--- src/rtl/sram_arbiter_ctrl_if.sv ---
// sram_arbiter_ctrl_if: groups the core-side request ports (IFU, MEM) and
// the board SRAM pins of sram_arbiter_ctrl.
//   slave  : the arbiter side (takes requests, drives SRAM pins)
//   master : the core/board side (drives requests, returns pad read data)
interface sram_arbiter_ctrl_if #(
  parameter int ADDR_WIDTH = 20,
  parameter int DATA_WIDTH = 32
);
  localparam int BE_WIDTH = DATA_WIDTH / 8;

  logic                  ifu_req;
  logic [ADDR_WIDTH-1:0] ifu_addr;
  logic [DATA_WIDTH-1:0] ifu_rdata;
  logic                  ifu_ack;

  logic                  mem_req;
  logic                  mem_we;
  logic [ADDR_WIDTH-1:0] mem_addr;
  logic [DATA_WIDTH-1:0] mem_wdata;
  logic [BE_WIDTH-1:0]   mem_be;
  logic [DATA_WIDTH-1:0] mem_rdata;
  logic                  mem_ack;

  logic [ADDR_WIDTH-1:0] sram_addr;
  logic [DATA_WIDTH-1:0] sram_dq_o;
  logic [DATA_WIDTH-1:0] sram_dq_i;
  logic                  sram_dq_oe;
  logic                  sram_ce_n;
  logic                  sram_oe_n;
  logic                  sram_we_n;
  logic [BE_WIDTH-1:0]   sram_be_n;

  modport slave (
    input  ifu_req, ifu_addr, mem_req, mem_we, mem_addr, mem_wdata, mem_be, sram_dq_i,
    output ifu_rdata, ifu_ack, mem_rdata, mem_ack,
    output sram_addr, sram_dq_o, sram_dq_oe, sram_ce_n, sram_oe_n, sram_we_n, sram_be_n
  );

  modport master (
    output ifu_req, ifu_addr, mem_req, mem_we, mem_addr, mem_wdata, mem_be, sram_dq_i,
    input  ifu_rdata, ifu_ack, mem_rdata, mem_ack,
    input  sram_addr, sram_dq_o, sram_dq_oe, sram_ce_n, sram_oe_n, sram_we_n, sram_be_n
  );
endinterface

--- src/rtl/sram_arbiter_ctrl.sv ---
// sram_arbiter_ctrl: shares one asynchronous SRAM between the IFU (read-only)
// and MEM (read/write) ports with round-robin arbitration. Each access runs
// IDLE -> SETUP -> ACCESS (WAIT_CYCLES strobe cycles) -> DONE; all outputs
// are registered.
// Ports:
//   clk  RAM clock
//   rst  synchronous active-high reset
//   bus  sram_arbiter_ctrl_if.slave: IFU/MEM req/ack ports and SRAM pins
module sram_arbiter_ctrl #(
  parameter int ADDR_WIDTH  = 20,
  parameter int DATA_WIDTH  = 32,
  parameter int WAIT_CYCLES = 2
) (
  input  logic                   clk,
  input  logic                   rst,
  sram_arbiter_ctrl_if.slave     bus
);
  localparam int BE_WIDTH = DATA_WIDTH / 8;
  localparam int CW       = (WAIT_CYCLES > 1) ? $clog2(WAIT_CYCLES) : 1;

  typedef enum logic [1:0] {IDLE, SETUP, ACCESS, DONE} state_e;

  state_e                state_q, state_d;
  logic [CW-1:0]         cnt_q, cnt_d;
  logic                  last_mem_q, last_mem_d;   // last grant went to MEM
  logic                  gnt_mem_q, gnt_mem_d;     // current access belongs to MEM
  logic                  we_q, we_d;
  logic [ADDR_WIDTH-1:0] addr_q, addr_d;
  logic [DATA_WIDTH-1:0] dq_o_q, dq_o_d;
  logic                  dq_oe_q, dq_oe_d;
  logic                  ce_n_q, ce_n_d;
  logic                  oe_n_q, oe_n_d;
  logic                  we_n_q, we_n_d;
  logic [BE_WIDTH-1:0]   be_n_q, be_n_d;
  logic [DATA_WIDTH-1:0] ifu_rdata_q, ifu_rdata_d;
  logic [DATA_WIDTH-1:0] mem_rdata_q, mem_rdata_d;
  logic                  ifu_ack_q, ifu_ack_d;
  logic                  mem_ack_q, mem_ack_d;
  logic                  pick_mem;

  always_comb begin
    state_d     = state_q;
    cnt_d       = cnt_q;
    last_mem_d  = last_mem_q;
    gnt_mem_d   = gnt_mem_q;
    we_d        = we_q;
    addr_d      = addr_q;
    dq_o_d      = dq_o_q;
    dq_oe_d     = dq_oe_q;
    ce_n_d      = ce_n_q;
    oe_n_d      = oe_n_q;
    we_n_d      = we_n_q;
    be_n_d      = be_n_q;
    ifu_rdata_d = ifu_rdata_q;
    mem_rdata_d = mem_rdata_q;
    ifu_ack_d   = 1'b0;
    mem_ack_d   = 1'b0;
    pick_mem    = 1'b0;
    case (state_q)
      IDLE: if (bus.ifu_req || bus.mem_req) begin
        // MEM wins unless both request and MEM was served last.
        pick_mem   = bus.mem_req && !(bus.ifu_req && last_mem_q);
        gnt_mem_d  = pick_mem;
        last_mem_d = pick_mem;
        we_d       = pick_mem && bus.mem_we;
        addr_d     = pick_mem ? bus.mem_addr : bus.ifu_addr;
        be_n_d     = pick_mem ? ~bus.mem_be : '0;
        if (pick_mem && bus.mem_we) dq_o_d = bus.mem_wdata;
        dq_oe_d    = pick_mem && bus.mem_we;
        ce_n_d     = 1'b0;
        state_d    = SETUP;
      end
      SETUP: begin
        cnt_d   = CW'(WAIT_CYCLES - 1);
        oe_n_d  = we_q;
        we_n_d  = !we_q;
        state_d = ACCESS;
      end
      ACCESS: begin
        if (cnt_q == '0) begin
          // Final strobe edge: oe_n is still low here, so the pad data is valid.
          oe_n_d  = 1'b1;
          we_n_d  = 1'b1;
          state_d = DONE;
          if (gnt_mem_q) mem_ack_d = 1'b1;
          else           ifu_ack_d = 1'b1;
          if (!we_q) begin
            if (gnt_mem_q) mem_rdata_d = bus.sram_dq_i;
            else           ifu_rdata_d = bus.sram_dq_i;
          end
        end else begin
          cnt_d = cnt_q - CW'(1);
        end
      end
      DONE: begin
        // ce_n/addr/be_n/dq_oe were held through DONE for write hold time.
        ce_n_d  = 1'b1;
        dq_oe_d = 1'b0;
        be_n_d  = '1;
        state_d = IDLE;
      end
      default: state_d = IDLE;
    endcase
  end

  always_ff @(posedge clk) begin
    if (rst) begin
      state_q     <= IDLE;
      cnt_q       <= '0;
      last_mem_q  <= 1'b0;
      gnt_mem_q   <= 1'b0;
      we_q        <= 1'b0;
      addr_q      <= '0;
      dq_o_q      <= '0;
      dq_oe_q     <= 1'b0;
      ce_n_q      <= 1'b1;
      oe_n_q      <= 1'b1;
      we_n_q      <= 1'b1;
      be_n_q      <= '1;
      ifu_rdata_q <= '0;
      mem_rdata_q <= '0;
      ifu_ack_q   <= 1'b0;
      mem_ack_q   <= 1'b0;
    end else begin
      state_q     <= state_d;
      cnt_q       <= cnt_d;
      last_mem_q  <= last_mem_d;
      gnt_mem_q   <= gnt_mem_d;
      we_q        <= we_d;
      addr_q      <= addr_d;
      dq_o_q      <= dq_o_d;
      dq_oe_q     <= dq_oe_d;
      ce_n_q      <= ce_n_d;
      oe_n_q      <= oe_n_d;
      we_n_q      <= we_n_d;
      be_n_q      <= be_n_d;
      ifu_rdata_q <= ifu_rdata_d;
      mem_rdata_q <= mem_rdata_d;
      ifu_ack_q   <= ifu_ack_d;
      mem_ack_q   <= mem_ack_d;
    end
  end

  assign bus.ifu_rdata  = ifu_rdata_q;
  assign bus.ifu_ack    = ifu_ack_q;
  assign bus.mem_rdata  = mem_rdata_q;
  assign bus.mem_ack    = mem_ack_q;
  assign bus.sram_addr  = addr_q;
  assign bus.sram_dq_o  = dq_o_q;
  assign bus.sram_dq_oe = dq_oe_q;
  assign bus.sram_ce_n  = ce_n_q;
  assign bus.sram_oe_n  = oe_n_q;
  assign bus.sram_we_n  = we_n_q;
  assign bus.sram_be_n  = be_n_q;
endmodule
--- src/flat_wrapper.sv ---
// flat-port wrapper written by rule: the top's interface ports become plain ports
module sram_arbiter_ctrl_flat 
#(
  parameter int ADDR_WIDTH  = 20,
  parameter int DATA_WIDTH  = 32,
  parameter int WAIT_CYCLES = 2
)
  (clk, rst, bus_ifu_req, bus_ifu_addr, bus_mem_req, bus_mem_we, bus_mem_addr, bus_mem_wdata, bus_mem_be, bus_sram_dq_i, bus_ifu_rdata, bus_ifu_ack, bus_mem_rdata, bus_mem_ack, bus_sram_addr, bus_sram_dq_o, bus_sram_dq_oe, bus_sram_ce_n, bus_sram_oe_n, bus_sram_we_n, bus_sram_be_n);
  sram_arbiter_ctrl_if #(.ADDR_WIDTH(ADDR_WIDTH), .DATA_WIDTH(DATA_WIDTH)) bus_i ();
  input  logic clk;
  input  logic rst;
  input wire logic [$bits(bus_i.ifu_req)-1:0] bus_ifu_req;
  input wire logic [$bits(bus_i.ifu_addr)-1:0] bus_ifu_addr;
  input wire logic [$bits(bus_i.mem_req)-1:0] bus_mem_req;
  input wire logic [$bits(bus_i.mem_we)-1:0] bus_mem_we;
  input wire logic [$bits(bus_i.mem_addr)-1:0] bus_mem_addr;
  input wire logic [$bits(bus_i.mem_wdata)-1:0] bus_mem_wdata;
  input wire logic [$bits(bus_i.mem_be)-1:0] bus_mem_be;
  input wire logic [$bits(bus_i.sram_dq_i)-1:0] bus_sram_dq_i;
  output wire logic [$bits(bus_i.ifu_rdata)-1:0] bus_ifu_rdata;
  output wire logic [$bits(bus_i.ifu_ack)-1:0] bus_ifu_ack;
  output wire logic [$bits(bus_i.mem_rdata)-1:0] bus_mem_rdata;
  output wire logic [$bits(bus_i.mem_ack)-1:0] bus_mem_ack;
  output wire logic [$bits(bus_i.sram_addr)-1:0] bus_sram_addr;
  output wire logic [$bits(bus_i.sram_dq_o)-1:0] bus_sram_dq_o;
  output wire logic [$bits(bus_i.sram_dq_oe)-1:0] bus_sram_dq_oe;
  output wire logic [$bits(bus_i.sram_ce_n)-1:0] bus_sram_ce_n;
  output wire logic [$bits(bus_i.sram_oe_n)-1:0] bus_sram_oe_n;
  output wire logic [$bits(bus_i.sram_we_n)-1:0] bus_sram_we_n;
  output wire logic [$bits(bus_i.sram_be_n)-1:0] bus_sram_be_n;
  assign bus_i.ifu_req = bus_ifu_req;
  assign bus_i.ifu_addr = bus_ifu_addr;
  assign bus_i.mem_req = bus_mem_req;
  assign bus_i.mem_we = bus_mem_we;
  assign bus_i.mem_addr = bus_mem_addr;
  assign bus_i.mem_wdata = bus_mem_wdata;
  assign bus_i.mem_be = bus_mem_be;
  assign bus_i.sram_dq_i = bus_sram_dq_i;
  assign bus_ifu_rdata = bus_i.ifu_rdata;
  assign bus_ifu_ack = bus_i.ifu_ack;
  assign bus_mem_rdata = bus_i.mem_rdata;
  assign bus_mem_ack = bus_i.mem_ack;
  assign bus_sram_addr = bus_i.sram_addr;
  assign bus_sram_dq_o = bus_i.sram_dq_o;
  assign bus_sram_dq_oe = bus_i.sram_dq_oe;
  assign bus_sram_ce_n = bus_i.sram_ce_n;
  assign bus_sram_oe_n = bus_i.sram_oe_n;
  assign bus_sram_we_n = bus_i.sram_we_n;
  assign bus_sram_be_n = bus_i.sram_be_n;
  sram_arbiter_ctrl #(.ADDR_WIDTH(ADDR_WIDTH), .DATA_WIDTH(DATA_WIDTH), .WAIT_CYCLES(WAIT_CYCLES)) u_core (.clk(clk), .rst(rst), .bus(bus_i));
endmodule
--- config.mk ---
export PLATFORM = sky130hd
export DESIGN_NAME = sram_arbiter_ctrl_flat
export DESIGN_NICKNAME = d
export VERILOG_FILES = /design/src/rtl/sram_arbiter_ctrl_if.sv /design/src/rtl/sram_arbiter_ctrl.sv /design/src/flat_wrapper.sv
export SDC_FILE = /design/constraint.sdc
export NUM_CORES = 1
export LEC_CHECK = 0
export ABC_AREA = 1
export CORE_ASPECT_RATIO = 0.7
export CORE_MARGIN = 3
export CORE_UTILIZATION = 30
export CTS_CLUSTER_SIZE = 12
export DETAILED_ROUTE_END_ITERATION = 6
export GPL_ROUTABILITY_DRIVEN = 0
export PLACE_DENSITY_LB_ADDON = 0.2
export SLEW_MARGIN = 20
export SYNTH_ARGS = -nofsm -noshare
export SYNTH_HDL_FRONTEND = slang
export SYNTH_SLANG_ARGS = --single-unit
--- constraint.sdc ---
create_clock -name clk -period 1.4 [get_ports clk]
set_input_delay 0.21 -clock clk [delete_from_list [all_inputs] [get_ports clk]]
set_output_delay 0.21 -clock clk [all_outputs]
set_load 0.02 [all_outputs]
=== After elaboration in Yosys (flattened, before gate mapping) ===
Cells that the tools add are included.

* Input bits: 113
* Output and inout port bits: 126
* Logic and storage cells: 61
* Bits in registers: 131

* Bitwise operators: 5
* Eq/ne operators: 5
* Reduce and logical (&&, ||, !) cells: 17
* Multiplexer cells: 18
* Add/sub/neg operators: 1

{| class="wikitable"
|+ Operators with widths
! cell !! count
|-
| 20-bit 2-to-1 mux || 1
|-
| 1-bit case mux with 2 select lines || 5
|-
| 4-bit 2-to-1 mux || 2
|-
| 2-bit case mux with 4 select lines || 1
|-
| 4-bit case mux with 2 select lines || 1
|-
| 2-bit AND reduction || 4
|-
| 4-bit AND reduction || 2
|-
| 1-bit 2-to-1 mux || 6
|-
| 2-bit equality test (second input constant) || 2
|-
| 2-bit 2-to-1 mux || 2
|-
| 1-bit inverter || 4
|-
| 4-bit inverter || 1
|-
| 2-bit nonzero test || 2
|-
| 1-bit logical AND || 3
|-
| 3-bit AND reduction || 1
|-
| 3-bit OR reduction || 1
|-
| 2-bit by 1-bit equality test with 1-bit output (second input constant) || 1
|-
| 1-bit zero test || 2
|-
| 2-bit zero test || 1
|-
| 2-bit by 1-bit != test with 1-bit output (second input constant) || 1
|-
| 2-bit != test (second input constant) || 1
|-
| 1-bit logical OR || 1
|-
| 1-bit subtractor (second input constant) || 1
|}

=== Longest topological paths before layout ===
Gate-level depths: netlist of the first run.

* Depth after elaboration: 6
* Mapped depth: 8
* Depth with buffers taken out: 7

=== Worst setup path after synthesis of the first run ===
OpenSTA, ideal clock, no wires.

* Path type: register to register
* From: register u_core.state_q[0]
* To: register u_core.ifu_rdata_q[14], in the netlist u_core.bus.ifu_rdata[14]
* Clock period less this slack: 1398 ps
* Setup time: 132 ps
* Slack: 2 ps
* Buffers on the path: 1
* Data required time: 1268 ps
* Stages on the path, launching flop included: 9
* Arrival: 1265 ps
* Cells stage by stage: dfxtp_1 -> inv_1 -> ha_1 -> inv_1 -> nor2_2 -> nand2_1 -> buf_2 -> nand2_1 -> a21oi_1

* Longest elaborated chain between the ends: 2

{| class="wikitable"
|+ RTL lines
! what !! line !! text
|-
| from (decl) || sram_arbiter_ctrl.sv:23 || <nowiki>state_e state_q, state_d;</nowiki>
|-
| from (signal assigned) || sram_arbiter_ctrl.sv:125 || <nowiki>state_q <= state_d;</nowiki>
|-
| 2-bit equality test || sram_arbiter_ctrl.sv:59 || <nowiki>case (state_q)</nowiki>
|-
| 4-bit AND reduction (no source line) || -- ||
|-
| to (signal assigned) || sram_arbiter_ctrl.sv:137 || <nowiki>ifu_rdata_q <= ifu_rdata_d;</nowiki>
|-
| to (decl) || sram_arbiter_ctrl.sv:35 || <nowiki>logic [DATA_WIDTH-1:0] ifu_rdata_q, ifu_rdata_d;</nowiki>
|}

Every way passes these cells.
A chain may end at the register's enable or synchronous reset.

=== Worst setup path after layout of the first run ===
* From: register u_core.state_q[0]
* To: register u_core.dq_o_q[31], in the netlist u_core.bus.sram_dq_o[31]

* Longest elaborated chain between the ends: 2

{| class="wikitable"
|+ RTL lines
! what !! line !! text
|-
| 2-bit zero test || sram_arbiter_ctrl.sv:59 ||
|-
| 3-bit AND reduction (no source line) || -- ||
|-
| to (signal assigned) || sram_arbiter_ctrl.sv:131 || <nowiki>dq_o_q <= dq_o_d;</nowiki>
|-
| to (decl) || sram_arbiter_ctrl.sv:29 || <nowiki>logic [DATA_WIDTH-1:0] dq_o_q, dq_o_d;</nowiki>
|}

Every way passes these cells.

==> key figures, run 1 <==
Outcome
  • Outcome: finished, violations left
  • Failing checks: setup timing

Clock tree
  • Hold-fix buffers, CTS: 0
  • TritonCTS buffer count: 17
  • Clk buf depth: 2
  • TritonCTS clock tree: built
  • Clock Latency Late Sink: 0.41 ns
  • Clk slew on worst S/H paths: 0.06 ns
  • Clock Sinks: 131
  • Htree depth: 4
  • Root buffer cell: clkbuf_16

Synthesis
  • Syn Inst Count: 679
  • Post-synthesis simple-gate area fraction: 27.2%
  • Asr flop ratio synth: 0%
  • Synth Net Count: 797
  • Area contributors post-synth: dfxtp_1, nand2_1, nor2_1
  • Mux contribution to synthesized area: 0%
  • Synth Area in Adders: 1.25%
  • Synth Flop Type: dfxtp_1
  • Yosys cell types: 20
  • Register area share after synthesis: 52.4%
  • Area fraction in compound gates after synthesis: 12.9%
  • Top-area cell type share of the netlist area: 52.4%
  • Post-synth top cells: nand2_1, dfxtp_1, nor2_1
  • Synthesized flop and latch total: 131
  • Mean post-synth cell area: 7.38 sq um
  • Cell area after synthesis: 5010 sq um
  • Synth Area in XOR/XNOR: 0%
  • Post-synth EDFFs: 0
  • Synth Warn #: 0
  • Cell accounting for the most synthesized area: dfxtp_1
  • Most frequent cell after synthesis: nand2_1
  • Main combinational cell family by area after synthesis: simple AND/OR/NAND/NOR gates

Route
  • Initial DRT Pass Iterations: 4
  • Drt drc: 0
  • Avg WL per Cell: 14.5 um
  • Post-DRT Antenna Nets: 0
  • Iter 0 DRT Violations: 264
  • Drt total wl: 16900 um
  • Via count: 5187
  • Via density: 4.45

Place
  • Placed cells: 1121
  • Place WS: -0.171 ns
  • Hpwl dp: 11300 um
  • Port Buffers: 238
  • DP Area: 7770 sq um

Floorplan
  • DIE WIDTH: 160 um
  • Die height: 114 um
  • Num ports: 239
  • Initial core utilization: 31.4%
  • Die area: 18300 sq um
  • Row count: 38
  • Core Footprint: 15900 sq um

Cells and area
  • FILL cells: 1591
  • Area of the multi-input gates: 2400 sq um
  • Fin nets: 1051
  • Seq. cell area: 2630 sq um
  • Finished Layout Cells: 1165
  • Layout area overhead: 74.3%
  • Fin area: 8730 sq um
  • Final Util: 54.8%
  • Antenna cells: 0
  • Share of layout cells above drive strength 1: 16.0%

Worst setup path
  • Critical path origin: u_core.state_q[0]
  • Max FO, Critical Path: 6
  • Reg-to-Reg Start: u_core.state_q[0]
  • CP Launch Type: flop
  • Worst Path Arrival: 1.70 ns
  • Worst setup EP type: flop
  • CP Data Required Time: 1.68 ns
  • WS Path Type: reg2reg
  • R2r worst-path depth: 8

Global routing
  • Number of global-route vias before repair: 4827
  • Gr usage total: 17.5%
  • Largest net degree at the start of global routing: 71
  • Met1 usage in global routing: 24.7%
  • Initial antenna violation count: 0
  • GRT Residual Overflow: 0
  • GRT met3 Usage: 6.69%
  • Busiest grt layer: met2
  • GR Layer Usage met2: 25.2%
  • First-pass GRT wire length: 25800 um

STA
  • Slew @ Worst Pin: 0.382 ns
  • Final Critical Period: 1.42 ns
  • Setup TNS: -0.185 ns
  • Final Hold Slack: 0.333 ns
  • Final setup vio count: 15
  • RSZ-0062 raised after global routing: true
  • FMAX: 703 MHz
  • Final worst slack: -0.0234 ns
  • Final Hold Vio Count: 0
  • Worst Skew: 0.0137 ns
  • Pins over their slew limit: 0
  • Slew HR: 74.5%
  • Final period utilization: 102%

Hold path
  • Min-Delay Path Depth: 3
  • Worst Min Path Start: rst
  • Hold WC Path Type: in2reg

Power and ir drop
  • Net Switching: 5.28 mW
  • PwrDens: 1680 nW/um^2
  • Sw Ratio: 36.0%
  • Total power: 14.6 mW
  • Seq pwr share: 32.9%
  • Clock share of power: 29.0%
  • Worst vdd ir: 845 uV
  • Int Power: 9.36 mW
  • LEAKAGE: 3.89 nW
  • Comb pwr share: 38.1%

Run
  • Max cap viols: 0
[metal layers]
layer	up-vias	share of wire, %
li1	2689	-
met1	2323	49
met2	164	42
met3	11	8.3
met4	0	0.73
met5	-	0
[sequential cells by signal (all words and copies together), names as in the netlist, 2 cells and up]
name	flops
u_core.bus.sram_dq_o	32
u_core.state_q	2
u_core.bus.mem_rdata	32
u_core.bus.sram_be_n	4
u_core.bus.sram_addr	20
u_core.bus.ifu_rdata	32
[cell families after synthesis]
logic type      Yosys count
compound gates          128
fa+ha+maj                 5
flops                   131
simple gates            341
buf+inv                  74
[final timing paths]
path,to,slack [ns]
hold / removal,u_core.bus.ifu_rdata[30],0.33
setup reg to reg,u_core.bus.sram_dq_o[31],-0.02
hold reg to reg,u_core.bus.sram_ce_n,0.45
setup / recovery,u_core.bus.sram_dq_o[31],-0.02
[timing repair]
| item | CTS | global route |
|---|---|---|
| setup endpoints to repair | 196 | 102 |
| resized for setup | 140 | 113 |
| pin swaps | 2 | 6 |
| setup buffers | 2 | 3 |
| cloned | 1 | 7 |
[placed cells by master (no fill, tap or decap), types with 3 or more instances in the layout]
cell,instances
dfxtp_1,128
nand2_2,20
nand2_4,19
nand3_1,47
buf_4,17
buf_12,8
o21ai_0,47
inv_1,26
a21oi_1,46
dlygate4sd2_1,119
clkdlybuf4s50_1,111
ha_1,3
nand2_1,118
clkinvlp_4,4
a21oi_2,23
o21ai_1,11
clkbuf_16,20
nor2_1,125
buf_6,10
clkdlybuf4s15_1,6
[critical path, stage by stage, from the launching register on]
cell	delay, ns
dfxtp_2	0.33
inv_4	0.07
buf_6	0.10
ha_4	0.17
nand4_1	0.16
buf_6	0.19
clkbuf_16	0.17
nand2_2	0.06
a21oi_2	0.05
[power by group through the flow]
stage / clock (mW) / sequential (mW) / combinational, mW
global placement: 0 / 4.82 / 5.20
finish: 4.24 / 4.82 / 5.58
CTS: 4.36 / 4.75 / 5.07
floorplan: 0 / 5.53 / 1.99
global route: 4.52 / 4.91 / 6.14
detailed placement: 0 / 4.83 / 5.20
[area by class of cell]
class | count | share of cell area, %
inverters | 30 | 1.35
multi-input cells | 474 | 27.5
repair buffers | 279 | 31.5
well taps | 220 | 3.15
clock inverters | 11 | 1.20
clock buffers | 20 | 5.23
flip-flops and latches | 131 | 30.1
Note: power is estimated with default switching activity, not from simulation.
==> inputs of run 2 (changes only) <==
--- a/config.mk
+++ b/config.mk
@@ -8,11 +8,13 @@
 export ABC_AREA = 1
 export CORE_ASPECT_RATIO = 0.7
 export CORE_MARGIN = 3
-export CORE_UTILIZATION = 30
+export CORE_UTILIZATION = 37
 export CTS_CLUSTER_SIZE = 12
 export DETAILED_ROUTE_END_ITERATION = 6
 export GPL_ROUTABILITY_DRIVEN = 0
 export PLACE_DENSITY_LB_ADDON = 0.2
+export SKIP_CTS_REPAIR_TIMING = 1
+export SKIP_LAST_GASP = 1
 export SLEW_MARGIN = 20
 export SYNTH_ARGS = -nofsm -noshare
 export SYNTH_HDL_FRONTEND = slang
==> key figures, run 2 (synthesis gave the netlist of run 1 again) <==
STA
  • Slew @ Worst Pin: 0.626 ns (was 0.382 ns)
  • Worst Skew: 0.00803 ns (was 0.0137 ns)
  • Final Critical Period: 1.40 ns (was 1.42 ns)
  • Final worst slack: -0.00457 ns (was -0.0234 ns)
  • Final period utilization: 100% (was 102%)
  • Final setup vio count: 1 (was 15)
  • FMAX: 712 MHz (was 703 MHz)
  • RSZ-0062 raised after global routing: true (unchanged)
  • Pins over their slew limit: 0 (unchanged)
  • Slew HR: 58.3% (was 74.5%)
  • Final Hold Vio Count: 0 (unchanged)

Floorplan
  • Die area: 15000 sq um (was 18300 sq um)
  • Num ports: 239 (unchanged)
  • Initial core utilization: 39.1% (was 31.4%)
  • Core Footprint: 12800 sq um (was 15900 sq um)
  • Die height: 103 um (was 114 um)
  • DIE WIDTH: 145 um (was 160 um)
  • Row count: 34 (was 38)

Global routing
  • Gr usage total: 20.4% (was 17.5%)
  • Largest net degree at the start of global routing: 46 (was 71)
  • First-pass GRT wire length: 25000 um (was 25800 um)
  • Initial antenna violation count: 1 (was 0)
  • Number of global-route vias before repair: 5126 (was 4827)
  • GRT Residual Overflow: 0 (unchanged)

Route
  • Initial DRT Pass Iterations: 4 (unchanged)
  • Post-DRT Antenna Nets: 0 (unchanged)
  • Via count: 5445 (was 5187)
  • Drt total wl: 17800 um (was 16900 um)
  • Iter 0 DRT Violations: 236 (was 264)
  • Via density: 4.84 (was 4.45)
  • Avg WL per Cell: 15.8 um (was 14.5 um)
  • Drt drc: 0 (unchanged)

Worst setup path
  • FF-to-FF End: u_core.bus.sram_addr[6] (was u_core.bus.sram_dq_o[31])
  • Max FO, Critical Path: 13 (was 6)
  • CP Launch Type: flop (unchanged)
  • Crit path cell chain: inv_4 -> ha_4 -> buf_6 -> o21ai_4 -> inv_4 -> clkbuf_16 -> o21ai_0 -> nor2_1 (was inv_4 -> buf_6 -> ha_4 -> nand4_1 -> buf_6 -> clkbuf_16 -> nand2_2 -> a21oi_2)
  • Worst Path Arrival: 1.70 ns (about the same)
  • Slowest cell on crit path: dfxtp_4 (was dfxtp_2)
  • Worst reg-to-reg setup slack: -0.005 ns (was -0.02 ns)
  • Critical path origin: u_core.state_q[1] (was u_core.state_q[0])
  • Worst path max stage delay: 0.39 ns (was 0.33 ns)
  • Worst setup EP type: flop (unchanged)
  • Reg-to-Reg Start: u_core.state_q[1] (was u_core.state_q[0])
  • Worst Setup EP: u_core.bus.sram_addr[6] (was u_core.bus.sram_dq_o[31])
  • Crit-path most repeated cell: inv_4 (was buf_6)
  • WS Path Type: reg2reg (unchanged)
  • CP Data Required Time: 1.70 ns (was 1.68 ns)
  • R2r worst-path depth: 8 (unchanged)

Cells and area
  • Antenna cells: 0 (unchanged)
  • Fin area: 9240 sq um (was 8730 sq um)
  • Most frequent cells in the layout: dfxtp_1, nor2_1, dlymetal6s2s_1 (was dfxtp_1, nor2_1, dlygate4sd2_1)
  • FILL cells: 962 (was 1591)
  • Fin nets: 1049 (was 1051)
  • Layout area overhead: 84.5% (was 74.3%)
  • Share of layout cells above drive strength 1: 15.8% (was 16.0%)
  • Commonest non-fill, non-tap cell in the layout: dfxtp_1 (unchanged)

Place
  • DP Area: 7690 sq um (was 7770 sq um)
  • Place WS: -0.164 ns (was -0.171 ns)
  • Hpwl dp: 11600 um (was 11300 um)
  • Port Buffers: 238 (unchanged)

Power and ir drop
  • PwrDens: 1680 nW/um^2 (about the same)
  • LEAKAGE: 5.59 nW (was 3.89 nW)
  • Worst vdd ir: 1060 uV (was 845 uV)

Clock tree
  • Clock Latency Late Sink: 0.41 ns (about the same)
  • TritonCTS clock tree: built (unchanged)
  • Clock Sinks: 131 (unchanged)
  • TritonCTS buffer count: 17 (unchanged)
  • Clk slew on worst S/H paths: 0.06 ns (about the same)
  • Root buffer cell: clkbuf_16 (unchanged)
  • Htree depth: 4 (unchanged)
  • Clk buf depth: 2 (unchanged)

Hold path
  • Hold WC Path Type: in2reg (unchanged)

Outcome
  • Outcome: finished, violations left (unchanged)
  • Failing checks: setup timing (unchanged)

Run
  • Max cap viols: 0 (unchanged)
-- run 2: cell count changes in the layout (fill, tap and decap cells not counted), moves of 5 or more --
cell             before  now
clkdlybuf4s15_1       6    0
nand2_2              20   15
dlymetal6s2s_1        0  126
buf_6                10    5
dlygate4sd2_1       119    0
nand2_1             118  123
-- run 2: through the flow --
stage / util, % / std cells / TNS [ns] / total power, mW / hold slack, ns
CTS: 64.9 / 1111 / -27.10 / 14.6 / 0.278
finish: 72.2 / 1124 / -0.00457 / 15.6 / 0.292
global route: 72.2 / 1124 / -1.28 / 16.3 / 0.315
global placement: 60.1 / 1079 / -3.91 / 9.84 / 0.441
floorplan: - / 679 / 0 / 7.52 / 0.353
detailed placement: 60.1 / 1079 / -8.63 / 9.97 / 0.452
-- run 2: worst min-delay path by stage --
stage	startpoint	end	slack (ns)	cells after the start
6_report	rst	u_core.bus.sram_we_n	0.29	4
5_1_grt	rst	u_core.bus.sram_we_n	0.31	4
4_1_cts	rst	u_core.bus.sram_ce_n	0.28	4
3_5_place_dp	u_core.bus.ifu_rdata[27]	u_core.bus.ifu_rdata[27]	0.45	2
3_3_place_gp	u_core.bus.sram_ce_n	u_core.bus.sram_ce_n	0.44	2
2_1_floorplan	bus_mem_wdata[0]	u_core.bus.sram_dq_o[0]	0.35	2
-- run 2: area by class of cell --
class                           count  area [sq um]  share of cell area, %
Inverter                           30           123                   1.33
Multi-Input combinational cell    474          2420                   26.2
Timing Repair Buffer              277          3230                   35.0
Clock inverter                     11           151                   1.64
Tap cell                          180           225                   2.44
Sequential cell                   131          2630                   28.4
Clock buffer                       21           460                   4.98
-- run 2: critical path, delay by kind of cell (launching register included) --
kind	cells	cell delay [ns]
buf+inv	4	0.44
fa+ha+maj	1	0.17
compound gates	2	0.23
simple gates	1	0.06
flops	1	0.39
-- run 2: routing by layer --
metal  wire (um)  part of all wire [%]  global-route usage, %  vias to the layer above
li1            -                     -                      -                     2687
met1        7850                    44                   25.3                     2543
met2        8390                    47                   34.3                      190
met3        1290                   7.3                   6.66                       23
met4         260                   1.5                   7.00                        2
met5          13                 0.073                      0                        -
-- run 2: report_power, final --
| group | internal, mW | switching (mW) |
|---|---|---|
| clock network | 2.91 | 1.67 |
| logic | 2.84 | 3.30 |
| registers | 4.41 | 0.419 |
| total | 10.2 | 5.39 |
